[src/rtl/divf_credit_pipe.sv]
// divf_credit_pipe: handshake shell around an external fixed-latency FP divider.
// The lhs and rhs operands are joined, and one op can be issued per cycle.
// The core is never stalled. A credit counter (used_q) reserves a result FIFO
// slot for every op from issue to pop, so the FIFO cannot overflow even while
// the consumer holds result_ready low.
// Optional feature macro: DIVF_DBZ_FLAG_EN adds the result_dbz side-band flag
// (the divisor was +/-0). That flag travels alongside the result.
module divf_credit_pipe #(
  parameter int DATA_WIDTH = 32,
  parameter int LATENCY    = 8,
  parameter int FIFO_DEPTH = 10
) (
  input  logic                  clk,
  input  logic                  rst,
  input  logic [DATA_WIDTH-1:0] lhs,
  input  logic                  lhs_valid,
  output logic                  lhs_ready,
  input  logic [DATA_WIDTH-1:0] rhs,
  input  logic                  rhs_valid,
  output logic                  rhs_ready,
  output logic [DATA_WIDTH-1:0] result,
  output logic                  result_valid,
  input  logic                  result_ready,
`ifdef DIVF_DBZ_FLAG_EN
  output logic                  result_dbz,
`endif
  output logic [DATA_WIDTH-1:0] core_x,
  output logic [DATA_WIDTH-1:0] core_y,
  output logic                  core_ce,
  input  logic [DATA_WIDTH-1:0] core_r
);

  localparam int PW = (FIFO_DEPTH > 1) ? $clog2(FIFO_DEPTH) : 1;
  localparam int UW = $clog2(FIFO_DEPTH + 1);
  localparam logic [PW-1:0] LAST_PTR = PW'(FIFO_DEPTH - 1);
  localparam logic [PW-1:0] ONE_P    = PW'(1);
  localparam logic [UW-1:0] DEPTH_U  = UW'(FIFO_DEPTH);
  localparam logic [UW-1:0] ONE_U    = UW'(1);

  logic [UW-1:0]         used_q, used_d;
  logic [UW-1:0]         count_q, count_d;
  logic [PW-1:0]         rd_ptr_q, rd_ptr_d;
  logic [PW-1:0]         wr_ptr_q, wr_ptr_d;
  logic [LATENCY-1:0]    vld_pipe_q, vld_pipe_d;
  logic [DATA_WIDTH-1:0] mem_q [FIFO_DEPTH];

  logic credit_ok_s;
  logic fire_s;
  logic pop_s;
  logic wr_en_s;
  logic result_valid_s;

  // Credit is derived from registered state only. A pop frees its slot one cycle later.
  assign credit_ok_s    = (used_q < DEPTH_U);
  assign fire_s         = lhs_valid & rhs_valid & credit_ok_s;
  assign result_valid_s = (count_q != '0);
  assign pop_s          = result_valid_s & result_ready;
  assign wr_en_s        = vld_pipe_q[LATENCY-1];

  // Readies and the core enable are forced low while reset is held.
  assign lhs_ready    = rhs_valid & credit_ok_s & rst;
  assign rhs_ready    = lhs_valid & credit_ok_s & rst;
  assign core_ce      = rst;
  assign core_x       = lhs;
  assign core_y       = rhs;
  assign result       = mem_q[rd_ptr_q];
  assign result_valid = result_valid_s;

  // Next-state logic for the valid shift register, the pointers and the counters.
  always_comb begin
    vld_pipe_d    = vld_pipe_q << 1;
    vld_pipe_d[0] = fire_s;

    wr_ptr_d = wr_ptr_q;
    if (wr_en_s) begin
      if (wr_ptr_q == LAST_PTR) begin
        wr_ptr_d = '0;
      end else begin
        wr_ptr_d = wr_ptr_q + ONE_P;
      end
    end else begin
      wr_ptr_d = wr_ptr_q;
    end

    rd_ptr_d = rd_ptr_q;
    if (pop_s) begin
      if (rd_ptr_q == LAST_PTR) begin
        rd_ptr_d = '0;
      end else begin
        rd_ptr_d = rd_ptr_q + ONE_P;
      end
    end else begin
      rd_ptr_d = rd_ptr_q;
    end

    used_d = used_q;
    case ({fire_s, pop_s})
      2'b10:   used_d = used_q + ONE_U;
      2'b01:   used_d = used_q - ONE_U;
      default: used_d = used_q;
    endcase

    count_d = count_q;
    case ({wr_en_s, pop_s})
      2'b10:   count_d = count_q + ONE_U;
      2'b01:   count_d = count_q - ONE_U;
      default: count_d = count_q;
    endcase
  end

  // Control state register. Reset discards every in-flight and stored result.
  always_ff @(posedge clk or negedge rst) begin
    if (!rst) begin
      used_q     <= '0;
      count_q    <= '0;
      rd_ptr_q   <= '0;
      wr_ptr_q   <= '0;
      vld_pipe_q <= '0;
    end else begin
      used_q     <= used_d;
      count_q    <= count_d;
      rd_ptr_q   <= rd_ptr_d;
      wr_ptr_q   <= wr_ptr_d;
      vld_pipe_q <= vld_pipe_d;
    end
  end

  // Result storage captures the core output when its tagged op emerges. It is never cleared.
  always_ff @(posedge clk) begin
    if (wr_en_s) begin
      mem_q[wr_ptr_q] <= core_r;
    end
  end

`ifdef DIVF_DBZ_FLAG_EN
  logic [LATENCY-1:0] dbz_pipe_q, dbz_pipe_d;
  logic               mem_dbz_q [FIFO_DEPTH];
  logic               dbz_s;

  assign dbz_s      = (rhs[DATA_WIDTH-2:0] == '0);
  assign result_dbz = result_valid_s & mem_dbz_q[rd_ptr_q];

  // The divide-by-zero flag shifts in lockstep with vld_pipe.
  always_comb begin
    dbz_pipe_d    = dbz_pipe_q << 1;
    dbz_pipe_d[0] = dbz_s;
  end

  // Side-band shift register for the flag.
  always_ff @(posedge clk or negedge rst) begin
    if (!rst) begin
      dbz_pipe_q <= '0;
    end else begin
      dbz_pipe_q <= dbz_pipe_d;
    end
  end

  // Extra FIFO bit written alongside the quotient.
  always_ff @(posedge clk) begin
    if (wr_en_s) begin
      mem_dbz_q[wr_ptr_q] <= dbz_pipe_q[LATENCY-1];
    end
  end
`endif

endmodule

[config.mk]
export PLATFORM = sky130hd
export DESIGN_NAME = divf_credit_pipe
export DESIGN_NICKNAME = d
export VERILOG_FILES = /design/src/rtl/divf_credit_pipe.sv
export SDC_FILE = /design/constraint.sdc
export NUM_CORES = 1
export LEC_CHECK = 0
export BUFFER_PORTS_ARGS = -buffer_cell sky130_fd_sc_hd__buf_2
export CAP_MARGIN = 40
export CORE_AREA = 2 2 171 173
export DETAILED_ROUTE_END_ITERATION = 10
export DIE_AREA = 0 0 173 175
export PLACE_DENSITY = 0.77
export SYNTH_ARGS = -nofsm -noshare
export SYNTH_HDL_FRONTEND = slang
export SYNTH_SLANG_ARGS = --single-unit
[constraint.sdc]
create_clock -name clk -period 9.7 [get_ports clk]
set_clock_uncertainty 0.1 [all_clocks]
set_input_delay 0.97 -clock clk [delete_from_list [all_inputs] [get_ports clk]]
set_output_delay 0.97 -clock clk [all_outputs]
set_load 0.005 [all_outputs]
# == Word-level counts from Yosys, hierarchy flattened ==
# Memories as Yosys holds them, arrays and structs flattened.
# Index checks and enable logic that the tools add are counted.
# op_classes
bitwise,7
n_reduce_logical,3
n_eq_ne,6
addsub,6
n_lt_le_gt_ge,1
n_mux,6
# ops
cell,count
$add 4x1->4 const B,4
$pmux 4 s2,2
$eq 4x4->1 const B,2
$mux 4,2
$sub 4x1->4 const B,2
$and 1x1->1,7
$eq 2x1->1 const B,2
$eq 2x2->1 const B,2
$lt 4x4->1 const B,1
$reduce_bool 2->1,2
$reduce_bool 4->1,1
$mux 1,2
# totals
mem_bits_rw,320
in_bits,101
elab_cells,35
memories,1
register_bits,24
# memory_table
name,words,width,read_ports,rd_clocked_by_memory_dff,write_ports,line_no,text
mem_q,10,32,1,0,1,45,logic [DATA_WIDTH-1:0] mem_q [FIFO_DEPTH];

# == Depth between registers and ports, before layout ==
# logic_depth
ltp_word,4
mapped_depth,9
mapped_depth_nobuf,9

# == Worst setup path after synthesis ==
# Ideal clock, no wire load.
# synth_path
path_type,flip-flop to flip-flop
startpoint,register vld_pipe_q[7]
endpoint,"memory mem_q[0][0], enable pin"
arrival_ns,3.062
setup_time_ns,0.461
path_slack_ns,6.077
stages_incl_launch_ff,4
required_time_ns,9.139
synth_period_minus_slack_ns,3.623
cell_sequence,dfrtp_1 -> inv_1 -> or3_1 -> nor3_1
# synth_via
elab_chain_cells,2
# synth_rtl
item,line_no,text
"start, declared",44,"logic [LATENCY-1:0] vld_pipe_q, vld_pipe_d;"
"start signal, assigned",124,vld_pipe_q <= vld_pipe_d;
$mux 1,130,if (wr_en_s) begin
$mux 1 (implied by the code),131,mem_q[wr_ptr_q] <= core_r;
"end, declared",45,
# Every way passes these cells.

# == Final worst setup path ==
# layout_path
startpoint,register rd_ptr_q[0]
endpoint,output port result[1]
# layout_via
elab_chain_cells,1
# layout_rtl
item,line_no,text
"start, declared",42,"logic [PW-1:0] rd_ptr_q, rd_ptr_d;"
"start signal, assigned",122,rd_ptr_q <= rd_ptr_d;
$mem_v2 10x32,--,
"end, declared",21,"output logic [DATA_WIDTH-1:0] result,"
# Every way passes these cells.

==> impl_metrics.json <==
{
  "cts_resized": 0,
  "holdBufCountCts": 0,
  "root_buffer": "clkbuf_16",
  "power_leakage_nw": 5.21,
  "hp-class": "reg2reg",
  "sw_frac_of_total_pct": 29.2,
  "htreeDepth": 2,
  "cts_setup_buffers": 0,
  "routedWlPerCell_microns": 21.9,
  "syn-num-nets": 895,
  "status": "finished clean",
  "power_switching_mw": 1.25,
  "syn_area_sq_mm": 0.0140,
  "grtUsageTotal_pct": 17.7,
  "ys_seq_elements": 344,
  "rows": 62,
  "combPwrFrac_pct": 27.8,
  "dieHeight_microns": 175,
  "post-route-period-util_pct": 45.6,
  "required_ns": 8.63,
  "pwr-share-seq_pct": 43.1,
  "ys_warn_count": 0,
  "overflow": 0,
  "antenna_found_initial": 2,
  "yosys.area.top_type": "edfxtp_1",
  "syn-mean-instance-area_sq_um": 17.8,
  "dp_hpwl_mm": 15.9,
  "yosysMostFrequentCell": "edfxtp_1",
  "die_w_microns": 173,
  "synth.yosys.seq_area_share_pct": 73.0,
  "grt_pass1_vias": 7067,
  "hold_viol": 0,
  "ir_drop_mv": 0.233,
  "synth_cell_type_count": 41,
  "regArea_sq_mm": 0.0102,
  "tns_ns": 0,
  "gp_congestion": 0.739,
  "worst_pin_slew_ns": 0.729,
  "yosys-top-cells-count": "edfxtp_1 (320), mux2_2 (88), buf_4 (77), nor2_1 (37), nand2_1 (35)",
  "holdWs_ns": 0.247,
  "cap_viol_max_count": 0,
  "rsz0062_at_grt": "false",
  "final_util_pct": 54.7,
  "io-pin-count": 201,
  "clock_latency_ns": 0.50,
  "critPathArrivalTime_ns": 3.35,
  "crit_path_end_kind": "output pin",
  "critical_path_class": "reg2out",
  "pwr-share-clk_pct": 29.1,
  "cts_buffer_depth": 3,
  "synth_edf_count": 320,
  "setup_ws_ns": 5.28,
  "post_dp_cell_area_sq_mm": 0.0145,
  "netlist_instances": 787,
  "num_vias": 6850,
  "cts_num_sinks": 344,
  "die_area_sq_mm": 0.0303,
  "max_freq_ghz": 0.226,
  "core_sq_mm": 0.0284,
  "critPathMaxFanout": 51,
  "tritoncts": "built",
  "initial_core_util_pct": 49.3,
  "slew_violations": 0,
  "synth.top_cell.area_share_pct": 68.7,
  "place_ws_ns": 5.69,
  "nets": 920,
  "p_int_mw": 3.02,
  "synth_area_leaders": "edfxtp_1 (69%), mux2_2 (7.1%), mux4_2 (5.2%)",
  "fillers": 2198,
  "port_buffers": 72,
  "route.detailed.drc": 0,
  "ant_nets": 0,
  "cts_buffers": 34,
  "grt_pass1_wl_mm": 40.9,
  "post-route-cell-area_sq_mm": 0.0155,
  "layout_min_cycle_time_ns": 4.42,
  "finalSetupViolCount": 0,
  "max-slew-margin-rel_pct": 51.4,
  "vias_per_cell": 5.61,
  "crit_path_start_kind": "register",
  "areaGrowthSynthToFinish_pct": 11.0,
  "ys_async_sr_fraction_pct": 6.98,
  "p_per_area_mw_per_mm2": 275,
  "grt_max_degree": 52,
  "wirelength_mm": 26.7,
  "drt_iter0_drc": 456,
  "clk_pin_slew_worst_paths_ns": 0.06,
  "drive_gt1_share_pct": 32.5,
  "drtPass1Iterations": 4,
  "multi_input_area_sq_mm": 0.00314,
  "synth-main-ff-cell": "edfxtp_1"
}
[layout by cell type, fill, tap and decap left out, types with 11 or more instances in the layout]
cell type  synthesis  layout
edfxtp_1         320     320
mux2_2            88      88
buf_2              4      72
clkbuf_16          0      37
nand2_1           35      35
mux4_2            32      32
nor2_1            37      30
o22ai_1           27      27
o31ai_1           27      27
dfrtp_1           24      21
clkbuf_1          16      13
buf_4             77      13
mux2i_1           11      11
[final timing paths]
path / from / endpoint / slack (ns) / depth (start not counted)
hold / removal: vld_pipe_q[0] / vld_pipe_q[1] / 0.25 / 0
setup reg to reg: count_q[1] / used_q[3] / 6.63 / 8
max in group asynchronous: rst / rd_ptr_q[0] / 8.68 / 1
hold reg to reg: vld_pipe_q[0] / vld_pipe_q[1] / 0.25 / 0
setup / recovery: rd_ptr_q[0] / result[1] / 5.28 / 7
min in group asynchronous: rst / vld_pipe_q[1] / 0.38 / 1
[through the flow]
stage	std cells	power, mW
finish	1221	4.27
global route	1219	4.47
CTS	1219	4.31
detailed placement	1160	3.07
global placement	1154	3.01
floorplan	787	2.68
[metal layers]
layer	vias to the layer above	global-route usage, %	part of all wire, %
li1	3061	-	-
met1	3473	22.9	41
met2	235	29.4	49
met3	81	3.22	6.0
met4	0	7.63	3.5
met5	-	0	0
[area by class of cell]
class | instances | area share (%)
antenna | 2 | 0.0322
sequential | 344 | 65.8
inverter | 6 | 0.145
clock buffer | 51 | 6.37
clock inverter | 8 | 0.443
timing repair buffer | 91 | 3.87
multi-input combinational | 335 | 20.2
tap | 384 | 3.09
[power by group through the flow]
stage | Sequential (mW) | Clock [mW] | Combinational, mW
2_1_floorplan | 1.78 | 0 | 0.902
3_3_place_gp | 1.92 | 0 | 1.08
3_5_place_dp | 1.87 | 0 | 1.20
4_1_cts | 1.84 | 1.26 | 1.21
5_1_grt | 1.86 | 1.32 | 1.29
6_report | 1.84 | 1.24 | 1.19
[critical path: stages, from the launching register on]
cell	delay (ns)
dfrtp_4	0.73
buf_16	0.30
buf_4	0.35
buf_16	0.32
mux4_2	0.27
nor2_1	0.05
o31ai_1	0.57
buf_2	0.23
[kinds of logic (layout without fill, tap and decap cells)]
kind of cell,after synthesis,in the layout,synth area share (%)
xor+xnor,11,11,0.689
simple gates,108,108,3.61
flops,344,344,73.0
other cells,0,2,0
buf+inv,108,156,5.01
compound gates,78,78,3.98
mux,131,131,13.0
fa+ha+maj,7,7,0.680
[sequential cells by signal (all words and copies together), names as in the netlist]
name	count
rd_ptr_q	4
wr_ptr_q	4
mem_q	320
count_q	4
used_q	4
vld_pipe_q	8
No activity file was read; power rests on OpenSTA's default activity.
